==> src/rtl/seq_detector_param_if.sv <==
// Bus bundle for seq_detector_param: sample/control inputs and match status outputs.
interface seq_detector_param_if #(
  parameter int unsigned PAT_LEN = 4,
  parameter int unsigned CNT_W   = 8
);
  logic               en;
  logic               inp;
  logic               overlap;
  logic               pat_load;
  logic [PAT_LEN-1:0] pat_in;
  logic               cnt_clr;
  logic               w;
  logic [CNT_W-1:0]   match_cnt;
  logic               cnt_sat;

  modport master (
    output en, inp, overlap, pat_load, pat_in, cnt_clr,
    input  w, match_cnt, cnt_sat
  );

  modport slave (
    input  en, inp, overlap, pat_load, pat_in, cnt_clr,
    output w, match_cnt, cnt_sat
  );
endinterface

==> src/rtl/seq_detector_param.sv <==
// Serial bit-sequence detector with a runtime-loadable pattern, selectable
// overlapping/non-overlapping detection and a saturating match counter.
module seq_detector_param #(
  parameter int unsigned        PAT_LEN     = 4,
  parameter logic [PAT_LEN-1:0] DEFAULT_PAT = 4'b1011,
  parameter int unsigned        CNT_W       = 8
) (
  input logic                 clk,
  input logic                 rst,
  seq_detector_param_if.slave bus
);

  localparam int unsigned FW = $clog2(PAT_LEN + 1);
  localparam logic [FW-1:0] FullFill = FW'(PAT_LEN);

  logic [PAT_LEN-1:0] pattern_q;
  logic [PAT_LEN-1:0] hist_q, hist_d;
  logic [FW-1:0]      fill_q, fill_d;
  logic               w_q;
  logic [CNT_W-1:0]   cnt_q, cnt_d;
  logic               sat_q, sat_d;
  logic               sample;
  logic               hit;

  // Next history/fill and match decision for an enabled sample.
  always_comb begin
    sample = bus.en & ~bus.pat_load;
    hist_d = {hist_q[PAT_LEN-2:0], bus.inp};
    fill_d = (fill_q == FullFill) ? fill_q : fill_q + 1'b1;
    hit    = sample && (fill_d == FullFill) && (hist_d == pattern_q);
  end

  // Pattern, history, fill and the registered match pulse.
  always_ff @(posedge clk) begin
    if (rst) begin
      pattern_q <= DEFAULT_PAT;
      hist_q    <= '0;
      fill_q    <= '0;
      w_q       <= 1'b0;
    end else if (bus.pat_load) begin
      // A new pattern invalidates any partial history.
      pattern_q <= bus.pat_in;
      hist_q    <= '0;
      fill_q    <= '0;
      w_q       <= 1'b0;
    end else if (bus.en) begin
      hist_q <= hist_d;
      w_q    <= hit;
      if (hit && !bus.overlap) begin
        fill_q <= '0;
      end else begin
        fill_q <= fill_d;
      end
    end else begin
      w_q <= 1'b0;
    end
  end

  // Counter next state: a clear coinciding with a hit still counts that hit.
  always_comb begin
    cnt_d = cnt_q;
    if (hit) begin
      if (bus.cnt_clr) begin
        cnt_d = CNT_W'(1);
      end else if (!(&cnt_q)) begin
        cnt_d = cnt_q + 1'b1;
      end
    end else if (bus.cnt_clr) begin
      cnt_d = '0;
    end
    sat_d = &cnt_d;
  end

  // Counter and saturation flag registered together.
  always_ff @(posedge clk) begin
    if (rst) begin
      cnt_q <= '0;
      sat_q <= 1'b0;
    end else begin
      cnt_q <= cnt_d;
      sat_q <= sat_d;
    end
  end

  assign bus.w         = w_q;
  assign bus.match_cnt = cnt_q;
  assign bus.cnt_sat   = sat_q;

endmodule

==> src/flat_wrapper.sv <==
// flat-port wrapper written by rule: the top's interface ports become plain ports
module seq_detector_param_flat 
#(
  parameter int unsigned        PAT_LEN     = 4,
  parameter logic [PAT_LEN-1:0] DEFAULT_PAT = 4'b1011,
  parameter int unsigned        CNT_W       = 8
)
  (clk, rst, bus_en, bus_inp, bus_overlap, bus_pat_load, bus_pat_in, bus_cnt_clr, bus_w, bus_match_cnt, bus_cnt_sat);
  seq_detector_param_if #(.PAT_LEN(PAT_LEN), .CNT_W(CNT_W)) bus_i ();
  input logic clk;
  input logic rst;
  input wire logic [$bits(bus_i.en)-1:0] bus_en;
  input wire logic [$bits(bus_i.inp)-1:0] bus_inp;
  input wire logic [$bits(bus_i.overlap)-1:0] bus_overlap;
  input wire logic [$bits(bus_i.pat_load)-1:0] bus_pat_load;
  input wire logic [$bits(bus_i.pat_in)-1:0] bus_pat_in;
  input wire logic [$bits(bus_i.cnt_clr)-1:0] bus_cnt_clr;
  output wire logic [$bits(bus_i.w)-1:0] bus_w;
  output wire logic [$bits(bus_i.match_cnt)-1:0] bus_match_cnt;
  output wire logic [$bits(bus_i.cnt_sat)-1:0] bus_cnt_sat;
  assign bus_i.en = bus_en;
  assign bus_i.inp = bus_inp;
  assign bus_i.overlap = bus_overlap;
  assign bus_i.pat_load = bus_pat_load;
  assign bus_i.pat_in = bus_pat_in;
  assign bus_i.cnt_clr = bus_cnt_clr;
  assign bus_w = bus_i.w;
  assign bus_match_cnt = bus_i.match_cnt;
  assign bus_cnt_sat = bus_i.cnt_sat;
  seq_detector_param #(.PAT_LEN(PAT_LEN), .DEFAULT_PAT(DEFAULT_PAT), .CNT_W(CNT_W)) u_core (.clk(clk), .rst(rst), .bus(bus_i));
endmodule
==> config.mk <==
export PLATFORM = sky130hd
export DESIGN_NAME = seq_detector_param_flat
export DESIGN_NICKNAME = d
export VERILOG_FILES = /design/src/rtl/seq_detector_param_if.sv /design/src/rtl/seq_detector_param.sv /design/src/flat_wrapper.sv
export SDC_FILE = /design/constraint.sdc
export NUM_CORES = 1
export LEC_CHECK = 0
export ABC_CLOCK_PERIOD_IN_PS = 4000
export CAP_MARGIN = 20
export CORE_MARGIN = 3
export CORE_UTILIZATION = 45
export DETAILED_ROUTE_END_ITERATION = 16
export GPL_TIMING_DRIVEN = 0
export PLACE_DENSITY = 0.75
export SLEW_MARGIN = 25
export SYNTH_ARGS = -nofsm -noshare
export SYNTH_HDL_FRONTEND = slang
export SYNTH_SLANG_ARGS = --single-unit
export TNS_END_PERCENT = 50
==> constraint.sdc <==
create_clock -name clk -period 4 [get_ports clk]
set_clock_uncertainty 0.2 [all_clocks]
set_input_delay 0.6 -clock clk [delete_from_list [all_inputs] [get_ports clk]]
set_output_delay 0.6 -clock clk [all_outputs]
set_load 0.02 [all_outputs]
# After elaboration in Yosys (flattened, before gate mapping)
# Cells that the tools add are included.
dict set report totals {
  input_bits 11
  register_bits 20
  out_inout_bits 10
  wordCells 28
}
dict set report classes {
  n_eq_ne 3
  muxes 6
  reduce_logical 8
  n_bitwise 3
  n_addsub 2
}
# op n
set op_table {}
lappend op_table {{$mux W8} 4}
lappend op_table {{$reduce_and A8 Y1} 2}
lappend op_table {{$add A8 B1 Y8 const B} 1}
lappend op_table {{$eq A3 B3 Y1 const B} 2}
lappend op_table {{$mux W3} 2}
lappend op_table {{$eq A4 B4 Y1} 1}
lappend op_table {{$add A3 B1 Y3 const B} 1}
lappend op_table {{$logic_and A1 B1 Y1} 3}
lappend op_table {{$reduce_or A3 Y1} 1}
lappend op_table {{$not A1 Y1} 2}
lappend op_table {{$reduce_or A2 Y1} 1}
lappend op_table {{$and A1 B1 Y1} 1}
lappend op_table {{$logic_not A1 Y1} 1}

# Logic depth before layout (Yosys ltp)
# Gate-level depths: netlist of the first run.
dict set report depth {
  ltp_word 7
  mapped_depth 8
}

# Worst setup path before layout of the first run
# No wires, ideal clock.
dict set report synth_path {
  kind {reg2reg}
  from {reg u_core.fill_q[0]}
  to {reg u_core.sat_q (netlist: u_core.bus.cnt_sat)}
  setup_time_ns 0.058
  path_stages_with_launch 9
  synth_period_minus_slack_ns 2.474
  arrival_ns 2.215
  path_slack_ns 1.526
  n_path_buf 0
  path_cell_list {dfxtp_1 -> inv_1 -> ha_1 -> or3b_1 -> a31o_1 -> nor3_2 -> mux2_2 -> nor4_2 -> o211a_1}
}
dict set report synth_between {
  elab_chain_len 7
  elab_cells_between_ends 8
}
# element line_no
set synth_lines {}
lappend synth_lines {{from (decl)} seq_detector_param.sv:18} ;# logic [FW-1:0] fill_q, fill_d;
lappend synth_lines {{from (signal assigned)} seq_detector_param.sv:52} ;# fill_q <= fill_d;
lappend synth_lines {{$add A3 B1 Y3 / $eq A3 B3 Y1 (equally long branches)} seq_detector_param.sv:29} ;# fill_d = (fill_q == FullFill) ? fill_q : fill_q + 1'b1;
lappend synth_lines {{$mux W3 (*)} seq_detector_param.sv:29}
lappend synth_lines {{$eq A3 B3 Y1 (*)} seq_detector_param.sv:30} ;# hit = sample && (fill_d == FullFill) && (hist_d == pattern_q);
lappend synth_lines {{$logic_and A1 B1 Y1 (*) (2 in series)} seq_detector_param.sv:30}
lappend synth_lines {{$mux W8 (*)} seq_detector_param.sv:62} ;# if (hit) begin
lappend synth_lines {{$reduce_and A8 Y1 (*)} seq_detector_param.sv:71} ;# sat_d = &cnt_d;
lappend synth_lines {{to (signal assigned)} seq_detector_param.sv:81} ;# sat_q <= sat_d;
lappend synth_lines {{to (decl)} seq_detector_param.sv:21} ;# logic sat_q, sat_d;
# Every way passes the cells marked *; elsewhere a longest branch is shown, timed or not.
# A chain may end at the register's enable or synchronous reset.

# Worst setup path in the final report of the first run
# Ends and elaborated chain as after synthesis.

==> impl_metrics.py, run 1 <==
metrics = {
    "run_status": {
        "status": "finished clean",
    },
    "sta": {
        "fmax_mhz": 356,
        "grt_setup_unrepaired": "false",
        "finalHoldViolations": 0,
        "worstMarginPinSlew_ps": 567,
        "hold_slack_ps": 340,
        "max-slew-margin-rel_pct": 62.0,
        "slew_viol_final": 0,
        "tns_ps": 0,
        "fin_crit_sh_pct": 70.3,
        "setup_viol_count_final": 0,
        "finalCriticalPeriod_ps": 2810,
    },
    "finish": {
        "final_common_cell": "dfxtp_1",
        "regArea_um2": 400,
        "drive_above_1_share_pct": 7.33,
        "final_cell_mix": "20 x dfxtp_1, 18 x clkdlybuf4s50_1, 16 x nor2_1",
        "fin_nets": 165,
        "multiInputGateArea_um2": 656,
        "n_antenna_cell": 0,
        "fillerInstances": 200,
        "design_area_um2": 1360,
        "utilization_pct": 59.6,
        "area_delta_synth_final_pct": 22.8,
    },
    "floorplanning": {
        "die_area_um2": 3090,
        "start_util_pct": 48.5,
        "num_io_pins": 21,
        "die_w_um": 55.6,
        "die_h_um": 55.6,
        "rows": 17,
        "fp.coreArea_um2": 2280,
    },
    "clocking": {
        "cts_buffers": 3,
        "cts_setup_buffers": 0,
        "post_cts_resized": 0,
        "cts_max_path_buffers": 2,
        "cts_max_level": 1,
        "ctsHoldBuffers": 0,
        "cts.sinks": 20,
        "cts_tree": "built",
        "cts_root_buf": "clkbuf_4",
        "clk_pin_slew_worst_paths_ps": 120,
        "worstSkewPairLatency_ps": 310,
    },
    "logic_synthesis": {
        "synth_edf_count": 0,
        "netlist_area_um2": 1100,
        "async_flop_share_pct": 0,
        "ys_seq_elements": 20,
        "synth_ff_type": "dfxtp_1",
        "synthCells": 128,
        "ys_types": 39,
        "yosysSeqAreaShare_pct": 36.2,
        "syn_nets": 142,
        "postSynthAreaPerCell_um2": 8.63,
        "ys_warn_count": 0,
    },
    "route": {
        "wl_per_cell_um": 12.8,
        "drt_first_pass_iters": 4,
        "wl_mm": 2.28,
        "drt_iter0_drc": 17,
        "routed_via_density": 5.44,
        "detail-route-antenna-nets": 0,
        "vias": 969,
        "drc": 0,
    },
    "power_and_ir_drop": {
        "irDropWorstVdd_mv": 0.179,
        "p_total_mw": 0.361,
        "power.density_nw_per_um2": 266,
        "cellLeakagePower_nw": 0.470,
    },
    "worst_setup_path": {
        "end_kind": "register",
        "worstPathRequired_ps": 4070,
        "start_kind": "register",
        "ff2ff_path_depth": 8,
        "worstSetupPathType": "reg2reg",
        "crit_arrival_ps": 2880,
        "path_max_fanout": 9,
    },
    "grt": {
        "antenna_found_initial": 0,
        "grt_max_degree": 12,
        "grt_pass1_wl_mm": 4.07,
        "grt_use_total_pct": 15.9,
        "grt_pass1_vias": 953,
        "overflow": 0,
    },
    "placed_design": {
        "place_area_um2": 1320,
        "portBuffers": 18,
        "place_congestion": 0.804,
        "hpwlAfterDp_mm": 1.71,
    },
    "run": {
        "cap_viol_max_count": 0,
    },
    "hold_path": {
        "min_path_type": "reg2reg",
        "hold_depth": 2,
    },
}
report_power, final:
group          internal, mW  leakage, nW  total, mW  switching [mW]
registers             0.203        0.162      0.206         0.00295
logic                0.0182        0.287     0.0329          0.0147
clock network        0.0556       0.0210      0.122          0.0664
worst max-delay path, cell delays in order (launching register included):
cell and delay [ps]:
dfxtp_1 410, inv_1 90, ha_1 240, or3b_1 390, a31o_1 270, nor3_2 450
mux2_2 400, nor4_2 150, o211a_1 170
synthesized netlist by cell type, types with 2 or more instances:
| cell type | count | area share (%) |
|---|---|---|
| nor2_1 | 16 | 5.4 |
| nor2b_1 | 4 | 2.3 |
| a211o_1 | 3 | 2.4 |
| clkbuf_1 | 8 | 2.7 |
| ha_1 | 3 | 3.4 |
| a21oi_1 | 6 | 2.7 |
| xor2_1 | 3 | 2.4 |
| or2_2 | 2 | 1.1 |
| and3_1 | 2 | 1.1 |
| nand2_1 | 7 | 2.4 |
| xnor2_1 | 5 | 4.0 |
| a31oi_1 | 2 | 1.1 |
| o21ai_0 | 4 | 1.8 |
| nand3_1 | 6 | 2.7 |
| mux2i_1 | 8 | 7.2 |
| nand3b_1 | 2 | 1.4 |
| nand4_1 | 3 | 1.7 |
| inv_1 | 4 | 1.4 |
| dfxtp_1 | 20 | 36 |
logic make-up after synthesis:
| family | synth area share, % |
|---|---|
| XOR/XNOR | 6.34 |
| AO/OA/AOI/OAI | 12.8 |
| AND/OR/NAND/NOR | 28.5 |
| multiplexers | 8.27 |
| flip-flops | 36.2 |
| adder cells (fa/ha/maj) | 3.40 |
| buffers and inverters | 4.42 |
path summary, 6_finish.rpt:
kind	from	to	slack, ps
setup / recovery	u_core.fill_q[0]$_SDFFE_PP0P_	u_core.bus.cnt_sat$_SDFF_PP0_	1190
hold reg to reg	u_core.hist_q[2]$_SDFFE_PP0P_	u_core.hist_q[2]$_SDFFE_PP0P_	340
setup reg to reg	u_core.fill_q[0]$_SDFFE_PP0P_	u_core.bus.cnt_sat$_SDFF_PP0_	1190
hold / removal	u_core.hist_q[2]$_SDFFE_PP0P_	u_core.hist_q[2]$_SDFFE_PP0P_	340
stage by stage:
stage	instances	worst slack (ps)
after global routing	178	1040
after CTS	178	1180
after global placement	174	1070
final	178	1190
after floorplan	128	1530
after detailed placement	174	1020
routing by layer:
metal	vias up	global-route usage [%]	part of all wire, %
li1	495	-	-
met1	460	19.2	47
met2	12	27.7	49
met3	2	4.44	3.7
met4	0	3.47	0.26
met5	-	0	0
final cells by class:
| type | instances | area share (%) |
|---|---|---|
| Clock buffer | 4 | 2.68 |
| Multi-Input combinational cell | 95 | 48.3 |
| Buffer | 9 | 2.49 |
| Inverter | 4 | 1.11 |
| Timing Repair Buffer | 18 | 13.3 |
| Tap cell | 28 | 2.58 |
| Sequential cell | 20 | 29.5 |
flip-flops by register name, summed over array words and instances (netlist names):
register,flops
u_core.bus.w,1
u_core.pattern_q,4
u_core.bus.match_cnt,8
u_core.fill_q,3
u_core.bus.cnt_sat,1
u_core.hist_q,3
Note: power is estimated with default switching activity, not from simulation.
==> inputs of run 2 (changes only) <==
--- a/config.mk
+++ b/config.mk
@@ -5,7 +5,7 @@
 export SDC_FILE = /design/constraint.sdc
 export NUM_CORES = 1
 export LEC_CHECK = 0
-export ABC_CLOCK_PERIOD_IN_PS = 4000
+export ABC_CLOCK_PERIOD_IN_PS = 2700
 export CAP_MARGIN = 20
 export CORE_MARGIN = 3
 export CORE_UTILIZATION = 45
==> constraint.sdc (replaced) <==
create_clock -name clk -period 2.7 [get_ports clk]
set_clock_uncertainty 0.2 [all_clocks]
set_input_delay 0.405 -clock clk [delete_from_list [all_inputs] [get_ports clk]]
set_output_delay 0.405 -clock clk [all_outputs]
set_load 0.02 [all_outputs]
==> run 2 against run 1 <==
Compared with the run above:
- routed wire length grew 3.4%
- maximum frequency grew 9.5%
- power grew 47%
- combinational power grew 51%
- sequential cell count is the same
- hold slack lost 1.8 ps
- final cell count grew 2.2%
- sequential share of layout area shrank 0.89 points
- utilization grew 2.0 points
- cell area grew 3.4%
- clock-buffer cell count is the same
- non-clock buffer count grew 4
- critical path type unchanged
==> impl_metrics.py, run 2 (synthesized netlist as in run 1, its figures left out) <==
metrics = {
    "placed_design": {
        "portBuffers": 18,
        "place_inst": 174,
        "place_congestion": 0.804,
        "hpwlAfterDp_mm": 1.71,
    },
    "worst_setup_path": {
        "startpoint": "u_core.fill_q[0]$_SDFFE_PP0P_",
        "crit_arrival_ps": 2620,
        "end_kind": "register",
        "worstPathRequired_ps": 2750,
        "r2r_start": "u_core.fill_q[0]$_SDFFE_PP0P_",
        "start_kind": "register",
        "worstSetupPathType": "reg2reg",
        "path_max_fanout": 5,
    },
    "route": {
        "drt_iter0_drc": 20,
        "drt_first_pass_iters": 4,
        "detail-route-antenna-nets": 0,
        "wl_per_cell_um": 13.0,
        "vias": 983,
        "drc": 0,
        "wl_mm": 2.36,
        "routed_via_density": 5.40,
    },
    "sta": {
        "hold_slack_ps": 338,
        "setup_viol_count_final": 0,
        "slew_viol_final": 0,
        "worstMarginPinSlew_ps": 444,
        "finalCriticalPeriod_ps": 2570,
        "fin_crit_sh_pct": 95.1,
        "grt_setup_unrepaired": "false",
        "fmax_mhz": 389,
        "finalHoldViolations": 0,
        "max-slew-margin-rel_pct": 70.4,
    },
    "clocking": {
        "cts_max_level": 1,
        "clk_pin_slew_worst_paths_ps": 110,
        "cts_root_buf": "clkbuf_4",
        "cts_buffers": 3,
        "cts_tree": "built",
        "cts_max_path_buffers": 2,
        "cts.sinks": 20,
        "worstSkewPairLatency_ps": 300,
        "ctsHoldBuffers": 0,
    },
    "run_status": {
        "status": "finished clean",
    },
    "finish": {
        "instances_no_fill": 182,
        "largest_reg_flops": 8,
        "drive_above_1_share_pct": 11.7,
        "final_cell_mix": "19 x dfxtp_1, 18 x clkdlybuf4s50_1, 15 x nor2_1",
        "area_delta_synth_final_pct": 27.0,
        "fin_nets": 169,
        "final_common_cell": "dfxtp_1",
        "n_antenna_cell": 0,
        "utilization_pct": 61.6,
    },
    "floorplanning": {
        "num_io_pins": 21,
        "fp.coreArea_um2": 2280,
        "rows": 17,
        "start_util_pct": 48.5,
        "die_h_um": 55.6,
        "die_area_um2": 3090,
        "die_w_um": 55.6,
    },
    "power_and_ir_drop": {
        "internal_power_mw": 0.410,
        "p_switching_mw": 0.121,
        "power_frac_seq_pct": 57.5,
        "cellLeakagePower_nw": 0.506,
        "p_sw_share_pct": 22.8,
        "combPwrFrac_pct": 9.4,
        "power.density_nw_per_um2": 379,
        "irDropWorstVdd_mv": 0.267,
        "p_clk_share_pct": 33.1,
    },
    "run": {
        "cap_viol_max_count": 0,
    },
    "hold_path": {
        "min_path_type": "reg2reg",
        "min_from": "u_core.hist_q[2]$_SDFFE_PP0P_",
    },
    "grt": {
        "overflow": 0,
        "grt_pass1_wl_mm": 4.18,
        "grt_use_total_pct": 16.4,
        "grt_pass1_vias": 993,
        "grt_max_degree": 12,
        "antenna_found_initial": 0,
    },
}
==> run 2: changes by cell type in the layout (fill, tap and decap cells not counted), sizes merged <==
cell and delta:
buf +4
==> run 2: final cells by class <==
cell class                 count  area, um^2
clock buffer                   4        36.3
buffer                         9        33.8
fill                         194         873
multi-input combinational     95         671
tap                           28        35.0
sequential                    20         402
timing repair buffer          22         210
inverter                       4        15.0
==> run 2: per-stage QoR <==
stage	area [um^2]	power (mW)	setup WS, ps	setup TNS [ps]
after floorplan	1100	0.341	226	0
after global placement	1320	0.359	-38.3	-38.3
after detailed placement	1320	0.361	-100	-100
after CTS	1380	0.541	5.50	0
after global routing	1400	0.564	37.2	0
final	1400	0.531	132	0
==> run 2: timing repair <==
item / in CTS / in global routing
setup endpoints to repair: 1 / 3
buffers inserted: 2 / 2
resized for setup: 1 / 3
pin swaps: 1 / 2
==> run 2: power groups by stage <==
| stage | Clock, mW | Sequential (mW) | Combinational [mW] |
|---|---|---|---|
| floorplan | 0 | 0.311 | 0.0301 |
| global placement | 0 | 0.311 | 0.0473 |
| detailed placement | 0 | 0.312 | 0.0493 |
| CTS | 0.186 | 0.305 | 0.0501 |
| global route | 0.202 | 0.306 | 0.0553 |
| finish | 0.176 | 0.305 | 0.0498 |
==> run 2: final timing paths <==
check             slack (ps)  cells after the start                       endpoint
setup / recovery         130                      8  u_core.bus.cnt_sat$_SDFF_PP0_
hold reg to reg          340                      2  u_core.hist_q[2]$_SDFFE_PP0P_
hold / removal           340                      2  u_core.hist_q[2]$_SDFFE_PP0P_
setup reg to reg         130                      8  u_core.bus.cnt_sat$_SDFF_PP0_
==> run 2: worst max-delay path, cell delays in order, from the launching register on <==
cell and delay, ps:
dfxtp_2 380, inv_1 70, ha_1 230, or3b_1 390, a31o_1 300, nor3_4 260, mux2_2 370, nor4_2 150
o211a_1 170
==> run 2: layer usage <==
metal	wire [um]	GRT usage, %	share of wire [%]	vias up
met4	6	3.47	0.25	0
li1	-	-	-	502
met5	0	0	0	-
met3	83	4.44	3.5	2
met2	1160	29.2	49	12
met1	1110	19.4	47	467
==> inputs of run 3 (changes only) <==
--- a/config.mk
+++ b/config.mk
@@ -5,13 +5,14 @@
 export SDC_FILE = /design/constraint.sdc
 export NUM_CORES = 1
 export LEC_CHECK = 0
-export ABC_CLOCK_PERIOD_IN_PS = 2700
+export ABC_CLOCK_PERIOD_IN_PS = 2610
 export CAP_MARGIN = 20
 export CORE_MARGIN = 3
 export CORE_UTILIZATION = 45
 export DETAILED_ROUTE_END_ITERATION = 16
 export GPL_TIMING_DRIVEN = 0
 export PLACE_DENSITY = 0.75
+export SKIP_LAST_GASP = 1
 export SLEW_MARGIN = 25
 export SYNTH_ARGS = -nofsm -noshare
 export SYNTH_HDL_FRONTEND = slang
==> constraint.sdc (replaced) <==
create_clock -name clk -period 2.61 [get_ports clk]
set_clock_uncertainty 0.2 [all_clocks]
set_input_delay 0.3915 -clock clk [delete_from_list [all_inputs] [get_ports clk]]
set_output_delay 0.3915 -clock clk [all_outputs]
set_load 0.02 [all_outputs]
==> run 3 against run 2 <==
Compared with the run above:
- register-to-register slack got worse by 30 ps
- sequential cell count did not move
- setup slack lost 33 ps
- critical path type unchanged
- highest routed layer unchanged
- maximum frequency increased by 2.3%
- clock-buffer cell count unchanged
- largest power group unchanged
- sequential share of layout area hardly changed
- first-iteration DRC count shrank 50%
- power increased by 3.9%
- die area stayed put
- global-route usage grew 0.44 points
- final cell count rose by 0.55%
==> impl_metrics.py, run 3 (synthesized netlist as in run 1, its figures left out) <==
metrics = {
    "finish": {
        "drive_above_1_share_pct": 12.9,
        "final_common_cell": "dfxtp_1",
        "largest_reg_flops": 8,
        "fillerInstances": 197,
        "area_delta_synth_final_pct": 27.9,
        "n_antenna_cell": 0,
        "fin_nets": 170,
        "final_cell_mix": "19 x dfxtp_1, 18 x clkdlybuf4s50_1, 15 x nor2_1",
    },
    "placed_design": {
        "pre_cts_ws_ps": -190,
        "place_congestion": 0.804,
        "portBuffers": 18,
        "hpwlAfterDp_mm": 1.71,
    },
    "sta": {
        "grt_setup_unrepaired": "false",
        "setup_viol_count_final": 0,
        "worstMarginPinSlew_ps": 450,
        "fin_crit_sh_pct": 96.2,
        "fmax_mhz": 398,
        "max-slew-margin-rel_pct": 70.0,
        "finalCriticalPeriod_ps": 2510,
        "slew_viol_final": 0,
        "fin_ws_ps": 99.4,
        "finalHoldViolations": 0,
    },
    "power_and_ir_drop": {
        "cellLeakagePower_nw": 0.513,
        "irDropWorstVdd_mv": 0.282,
        "power.density_nw_per_um2": 391,
        "p_total_mw": 0.552,
    },
    "floorplanning": {
        "start_util_pct": 48.5,
        "rows": 17,
        "die_w_um": 55.6,
        "num_io_pins": 21,
        "die_h_um": 55.6,
        "fp.coreArea_um2": 2280,
        "die_area_um2": 3090,
    },
    "worst_setup_path": {
        "worstPathRequired_ps": 2670,
        "slowest_delay_ps": 390,
        "cp_top_family": "simple AND/OR/NAND/NOR gates",
        "worstSetupPathType": "reg2reg",
        "crit_arrival_ps": 2570,
        "path_cells": "inv_1, ha_1, or3b_1, a31o_2, nor3_4, mux2_2, nor4_2, o211a_1",
        "start_kind": "register",
        "end_kind": "register",
        "slowest_stage": "or3b_1",
        "worst-path-buf-inv": 1,
        "path_max_fanout": 5,
    },
    "route": {
        "detail-route-antenna-nets": 0,
        "routed_via_density": 5.48,
        "drt_iter0_drc": 10,
        "wl_per_cell_um": 13.1,
        "drt_first_pass_iters": 5,
        "wl_mm": 2.39,
        "vias": 1002,
        "drc": 0,
    },
    "grt": {
        "overflow": 0,
        "grt_pass1_wl_mm": 4.25,
        "antenna_found_initial": 0,
        "grt_max_degree": 12,
        "grt_use_total_pct": 16.8,
        "grt_pass1_vias": 1007,
    },
    "clocking": {
        "cts_root_buf": "clkbuf_4",
        "cts_max_path_buffers": 2,
        "cts_tree": "built",
        "cts_max_level": 1,
        "clk_pin_slew_worst_paths_ps": 120,
        "cts.sinks": 20,
        "cts_buffers": 3,
        "ctsHoldBuffers": 0,
        "worstSkewPairLatency_ps": 310,
    },
    "run_status": {
        "status": "finished clean",
    },
    "hold_path": {
        "min_path_type": "in2reg",
    },
    "run": {
        "cap_viol_max_count": 0,
    },
}
[run 3: timing repair]
| action | CTS | global route |
|---|---|---|
| pin swaps | 2 | 1 |
| gates resized for setup | 1 | 5 |
| setup buffers | 5 | 0 |
| hold endpoints to repair | 0 | 0 |
| endpoints found under the setup margin | 1 | 8 |
[run 3: final timing paths]
kind	from	to	slack (ps)	cells after the start
worst max register to register	u_core.fill_q[0]$_SDFFE_PP0P_	u_core.bus.cnt_sat$_SDFF_PP0_	100	8
worst min register to register	u_core.hist_q[2]$_SDFFE_PP0P_	u_core.hist_q[2]$_SDFFE_PP0P_	340	2
worst max-delay path	u_core.fill_q[0]$_SDFFE_PP0P_	u_core.bus.cnt_sat$_SDFF_PP0_	100	8
worst min-delay path	bus_pat_load	u_core.pattern_q[0]$_SDFFE_PP1P_	330	3
[run 3: cell type report]
class	instances	area (um^2)	area share, %
clock buffers	4	36.3	2.57
repair buffers	23	218	15.4
inverters	4	15.0	1.06
multi-input cells	95	671	47.5
well taps	28	35.0	2.48
plain buffers	9	33.8	2.39
flip-flops and latches	20	404	28.6
[run 3: routing by layer]
metal	GRT usage, %	wire, um	up-vias
li1	-	-	508
met1	19.4	1080	468
met2	30.2	1200	20
met3	4.44	106	6
met4	4.51	13	0
met5	0	0	-
[run 3: worst reg2reg max path, cell delays in order (launching register included)]
cell and delay [ps]:
dfxtp_4 380, inv_1 60, ha_1 230, or3b_1 390
a31o_2 290, nor3_4 220, mux2_2 360, nor4_2 160
o211a_1 170
[run 3: power by group]
group | switching [mW] | internal, mW | total, mW | leakage, nW
Sequential | 0.00457 | 0.311 | 0.315 | 0.163
Clock | 0.0997 | 0.0853 | 0.185 | 0.0210
Combinational | 0.0236 | 0.0280 | 0.0516 | 0.328
[run 3: stage by stage]
stage	instance area [um^2]	hold WS, ps	TNS, ps	std cells	utilization (%)
after global routing	1410	360	0	183	62.1
after global placement	1320	294	-115	174	58.0
after floorplan	1100	261	0	128	-
final	1410	331	0	183	62.1
after CTS	1400	324	-1.78	183	61.5
after detailed placement	1320	312	-190	174	58.0
